### src/rtl/cpu_pkg.sv
// cpu_pkg: shared core widths, NOP encoding, RISC-V field positions and opcodes
package cpu_pkg;
    localparam int XLEN = 64;
    localparam int ILEN = 32;
    localparam logic [ILEN-1:0] NOP_INST = 32'h0000_0013;
    localparam int OPC_LSB = 0;
    localparam int OPC_MSB = 6;
    localparam int RD_LSB  = 7;
    localparam int RD_MSB  = 11;
    localparam int F3_LSB  = 12;
    localparam int F3_MSB  = 14;
    localparam int RS1_LSB = 15;
    localparam int RS1_MSB = 19;
    localparam int RS2_LSB = 20;
    localparam int RS2_MSB = 24;
    localparam int F7_LSB  = 25;
    localparam int F7_MSB  = 31;
    localparam logic [6:0] OP_LOAD   = 7'b000_0011;
    localparam logic [6:0] OP_STORE  = 7'b010_0011;
    localparam logic [6:0] OP_BRANCH = 7'b110_0011;
    localparam logic [6:0] OP_JAL    = 7'b110_1111;
    localparam logic [6:0] OP_JALR   = 7'b110_0111;
    localparam logic [6:0] OP_IMM    = 7'b001_0011;
    localparam logic [6:0] OP_REG    = 7'b011_0011;
    localparam logic [6:0] OP_LUI    = 7'b011_0111;
    localparam logic [6:0] OP_AUIPC  = 7'b001_0111;
    localparam logic [6:0] OP_SYSTEM = 7'b111_0011;
    typedef struct packed {
        logic [XLEN-1:0] pc;
        logic [XLEN-1:0] pc4;
        logic [ILEN-1:0] inst;
    } fetch_entry_t;
endpackage

### src/rtl/inst_fields.sv
// inst_fields: combinational split of an instruction word into its fixed RISC-V fields
module inst_fields
    import cpu_pkg::*;
(
    input  logic [ILEN-1:0] inst,
    output logic [6:0]      opcode,
    output logic [4:0]      rd,
    output logic [2:0]      funct3,
    output logic [4:0]      rs1,
    output logic [4:0]      rs2,
    output logic [6:0]      funct7
);
    assign opcode = inst[OPC_MSB:OPC_LSB];
    assign rd     = inst[RD_MSB:RD_LSB];
    assign funct3 = inst[F3_MSB:F3_LSB];
    assign rs1    = inst[RS1_MSB:RS1_LSB];
    assign rs2    = inst[RS2_MSB:RS2_LSB];
    assign funct7 = inst[F7_MSB:F7_LSB];
endmodule

### src/rtl/if_id_buffer.sv
// if_id_buffer: IF->ID in-order FIFO with valid/ready handshakes, flush and pre-split fields
module if_id_buffer
    import cpu_pkg::*;
#(
    parameter int DEPTH = 2
) (
    input  logic                   clk,
    input  logic                   rst,
    input  logic                   in_valid,
    output logic                   in_ready,
    input  logic [XLEN-1:0]        in_pc,
    input  logic [XLEN-1:0]        in_pc4,
    input  logic [ILEN-1:0]        in_inst,
    input  logic                   flush,
    output logic                   out_valid,
    input  logic                   out_ready,
    output logic [XLEN-1:0]        out_pc,
    output logic [XLEN-1:0]        out_pc4,
    output logic [ILEN-1:0]        out_inst,
    output logic [6:0]             out_opcode,
    output logic [4:0]             out_rd,
    output logic [2:0]             out_funct3,
    output logic [4:0]             out_rs1,
    output logic [4:0]             out_rs2,
    output logic [6:0]             out_funct7,
    output logic [$clog2(DEPTH):0] count
);
    localparam int PW = $clog2(DEPTH);
    localparam int CW = PW + 1;

    fetch_entry_t  mem_q [DEPTH];
    fetch_entry_t  entry_d;
    fetch_entry_t  head;
    logic [PW-1:0] wr_ptr_q, wr_ptr_d, rd_ptr_q, rd_ptr_d;
    logic [CW-1:0] count_q, count_d;
    logic          push, pop;

    // Handshakes depend on registered occupancy only; flush clears all control state
    always_comb begin
        in_ready  = count_q < CW'(DEPTH);
        out_valid = count_q != '0;
        push      = in_valid & in_ready;
        pop       = out_valid & out_ready;
        entry_d   = {in_pc, in_pc4, in_inst};
        wr_ptr_d  = flush ? '0 : wr_ptr_q + PW'(push);
        rd_ptr_d  = flush ? '0 : rd_ptr_q + PW'(pop);
        count_d   = flush ? '0 : count_q + CW'(push) - CW'(pop);
    end

    // Pointer and occupancy registers, cleared asynchronously
    always_ff @(posedge clk or posedge rst) begin
        if (rst) begin
            wr_ptr_q <= '0;
            rd_ptr_q <= '0;
            count_q  <= '0;
        end else begin
            wr_ptr_q <= wr_ptr_d;
            rd_ptr_q <= rd_ptr_d;
            count_q  <= count_d;
        end
    end

    // Storage is never reset; a push dropped by flush does not write
    always_ff @(posedge clk) begin
        if (push && !flush) mem_q[wr_ptr_q] <= entry_d;
    end

    // Head presentation; an empty buffer shows PC 0 and a NOP
    always_comb begin
        head     = mem_q[rd_ptr_q];
        out_pc   = out_valid ? head.pc : '0;
        out_pc4  = out_valid ? head.pc4 : '0;
        out_inst = out_valid ? head.inst : NOP_INST;
        count    = count_q;
    end

    inst_fields u_fields (
        .inst   (out_inst),
        .opcode (out_opcode),
        .rd     (out_rd),
        .funct3 (out_funct3),
        .rs1    (out_rs1),
        .rs2    (out_rs2),
        .funct7 (out_funct7)
    );
endmodule
### config.mk
export PLATFORM = sky130hd
export DESIGN_NAME = if_id_buffer
export DESIGN_NICKNAME = d
export VERILOG_FILES = /design/src/rtl/cpu_pkg.sv /design/src/rtl/inst_fields.sv /design/src/rtl/if_id_buffer.sv
export SDC_FILE = /design/constraint.sdc
export NUM_CORES = 1
export LEC_CHECK = 0
export CORE_MARGIN = 4
export CORE_UTILIZATION = 51
export CTS_BUF_LIST = sky130_fd_sc_hd__clkbuf_16
export CTS_CLUSTER_SIZE = 16
export DETAILED_ROUTE_END_ITERATION = 10
export GPL_ROUTABILITY_DRIVEN = 1
export MAX_ROUTING_LAYER = met4
export PLACE_DENSITY = 0.95
export SLEW_MARGIN = 20
export SYNTH_ARGS = -nofsm -noshare
export SYNTH_HDL_FRONTEND = slang
export SYNTH_SLANG_ARGS = --single-unit
### constraint.sdc
create_clock -name clk -period 40.3 [get_ports clk]
set_input_delay 8.06 -clock clk [delete_from_list [all_inputs] [get_ports clk]]
set_output_delay 8.06 -clock clk [all_outputs]
set_load 0.05 [all_outputs]
==> results.toml <==
[synthesis]
synth_flop_cell = "edfxtp_1"
syn-cell-area_mm2 = 0.0126
yosys-top-cells-count = "320 x edfxtp_1, 160 x mux2i_1, 160 x nor2_1, 37 x buf_4, 17 x buf_2"
syn_nets = 901
synth_area_leaders = "edfxtp_1 76%, mux2i_1 13%, nor2_1 4.8%"
ys_warn_count = 0
synth_most_common_cell = "edfxtp_1"
async_flop_share = 0.0123
syn_avg_cell_area_um2 = 17.1
synth_edf_count = 320
yosysSeqAreaShare = 0.772
synth_top_cell_by_area = "edfxtp_1"
synth_top_area_frac = 0.764
synthCells = 735
ys_ff_latch = 324
ys_types = 23

[power]
powerDensity_mw_per_mm2 = 65.3
vdd_drop_max_v = 0.0000552
power_leakage_nw = 5.66

[clock_tree]
cts_buffers = 31
cts_tree = "yes"
cts_resized = 0
clk_path_buf_depth = 3
insertion_delay_ns = 0.54
htree_num_levels = 1
cts-root-buf = "clkbuf_16"
post_cts_buffers = 0
hold_buffers = 0
cts.sinks = 324
clkTransAtPathRegs_ns = 0.06

[timing]
worst_pin_slew_ns = 1.10
period_share = 0.304
fmax_mhz = 81.6
hold_viol_final = 0
period_minus_slack_ns = 12.26
fin_setup_tns_ns = 0
slew_violations = 0
clock-skew-final_ns = 0.0142
finalSetupViolCount = 0
slew_headroom = 0.269
rsz0062_at_grt = "no"

[grt]
grt_pass1_wl_um = 41000
grt_max_degree = 72
grt_pass1_vias = 7564
antenna_found_initial = 2
gr-total-overflow = 0
grt_use_total = 0.202

[critical_path]
startpoint_type = "flop"
cpMostUsedCell = "buf_4"
worstRegToRegCells = 5
critPathBufInv = 4
crit_arrival_ns = 4.20
path_depth = 6
crit_fanout = 62
setup.worst_path.class = "flop to output port"
cpMaxStageDelayCell = "clkdlybuf4s50_1"
crit_chain = "nor2_4 -> buf_4 -> buf_4 -> inv_1 -> nand2_1 -> clkdlybuf4s50_1"
end_kind = "output port"
slowest_delay_ns = 0.81
cp_top_family = "buffers and inverters"
worst_ep_required_time_ns = 32.24

[placement]
hpwlAfterDp_um = 19300
gp_congestion = 0.775
portBuffers = 360
place_area_mm2 = 0.0162

[floorplanning]
die_area_mm2 = 0.0272
ios = 361
core-area_mm2 = 0.0243
die_y_um = 165
rows = 57
initial_core_util = 0.517
die_x_um = 165

[cells_and_area]
syn2layout_area_growth_pct = 36.3
nNetsFinal = 1237
nFillCells = 1479
drive_gt1_frac = 0.0548
finalInstanceArea_mm2 = 0.0171

[route]
antenna_left = 0
first_iter_violations = 445
viasPerCell = 5.15
vias = 7325
post_drt_wl_per_cell_um = 19.9
drc = 0
routed_wl_um = 28200
drt_pass1_iterations = 5

[run]
cap_violations = 0

[worst_hold_path]
hp-class = "flop to flop"
whs_path_depth = 2

[outcome]
status = "completed"
-- report_power, final --
part | leakage, nW | internal [mW] | switching [mW]
clock | 0.504 | 0.158 | 0.116
combinational | 2.17 | 0.141 | 0.300
sequential | 2.98 | 0.395 | 0.0106
-- metrics by stage --
| step | utilization | hold WS [ns] | setup WS [ns] | instances | total power, mW |
|---|---|---|---|---|---|
| CTS | 0.705 | 0.606 | 28.00 | 1419 | 1.13 |
| global route | 0.705 | 0.635 | 27.82 | 1421 | 1.16 |
| finish | 0.705 | 0.596 | 28.04 | 1421 | 1.12 |
| floorplan | - | 0.525 | 19.63 | 735 | 0.729 |
| detailed placement | 0.664 | 0.597 | 28.60 | 1362 | 0.854 |
| global placement | 0.664 | 0.565 | 28.71 | 1362 | 0.845 |
-- state kept, by name, summed over array words and instances, names as in the netlist --
signal / cells
count: 2
mem_q: 320
rd_ptr_q: 1
wr_ptr_q: 1
-- path summary, 6_finish.rpt --
path / from / to / slack [ns]
min reg2reg: wr_ptr_q / wr_ptr_q / 0.60
min: wr_ptr_q / wr_ptr_q / 0.60
max reg2reg: count[1] / mem_q[0][3] / 37.48
min in group asynchronous: rst / count[1] / 7.75
max in group asynchronous: rst / rd_ptr_q / 32.35
max: count[1] / out_opcode[1] / 28.04
-- cells in the final DEF, fill, tap and decap left out --
cell / synthesis / routed
nor2b_1: 3 / 3
xnor2_1: 1 / 1
o21ai_0: 2 / 2
bufinv_16: 0 / 3
clkinvlp_4: 0 / 2
nand3_1: 1 / 1
diode_2: 0 / 2
and4bb_1: 1 / 1
dfrtp_4: 0 / 1
buf_4: 37 / 10
nor3_1: 3 / 2
a21oi_1: 1 / 1
o21a_1: 1 / 1
clkinv_1: 0 / 5
edfxtp_1: 320 / 320
clkinv_4: 0 / 1
dfrtp_1: 4 / 3
inv_1: 3 / 9
nor3_2: 0 / 1
ha_1: 1 / 1
nor2_1: 160 / 160
nor3b_2: 0 / 1
nand2_1: 4 / 4
xor2_1: 1 / 1
mux2i_1: 160 / 160
clkinv_2: 0 / 9
clkbuf_16: 0 / 31
clkdlybuf4s50_1: 0 / 360
nor2_4: 0 / 1
-- layer usage --
metal | GRT usage | share of wire | vias to the layer above
met5 | - | 0 | -
met4 | 0.0647 | 0.029 | 0
met3 | 0.0464 | 0.082 | 52
met2 | 0.358 | 0.53 | 317
met1 | 0.227 | 0.36 | 3590
li1 | - | - | 3366
-- final cells by class --
class / count / area (um^2) / share of cell area
tap: 324 / 405 / 0.0237
clock inverter: 26 / 200 / 0.0117
timing repair buffer: 370 / 3680 / 0.215
multi-input combinational: 341 / 2350 / 0.137
antenna: 2 / 5.00 / 0.000292
sequential: 324 / 9710 / 0.567
clock buffer: 31 / 776 / 0.0453
inverter: 3 / 11.3 / 0.000657
-- kinds of logic after synthesis --
group | after synthesis | synth area share
DFF | 324 | 0.772
and+or+nand+nor | 174 | 0.0541
muxes | 160 | 0.127
buffers and inverters | 70 | 0.0423
AOI/OAI and AO/OA | 4 | 0.00179
xor gates and xnor gates | 2 | 0.00139
adders and majority gates | 1 | 0.000995
-- worst min-delay path, cell delays in order, from the launching register on --
cell and delay [ns]:
dfrtp_1 0.39, xnor2_1 0.13, nor2_1 0.04
(Power assumes the default switching activity.)
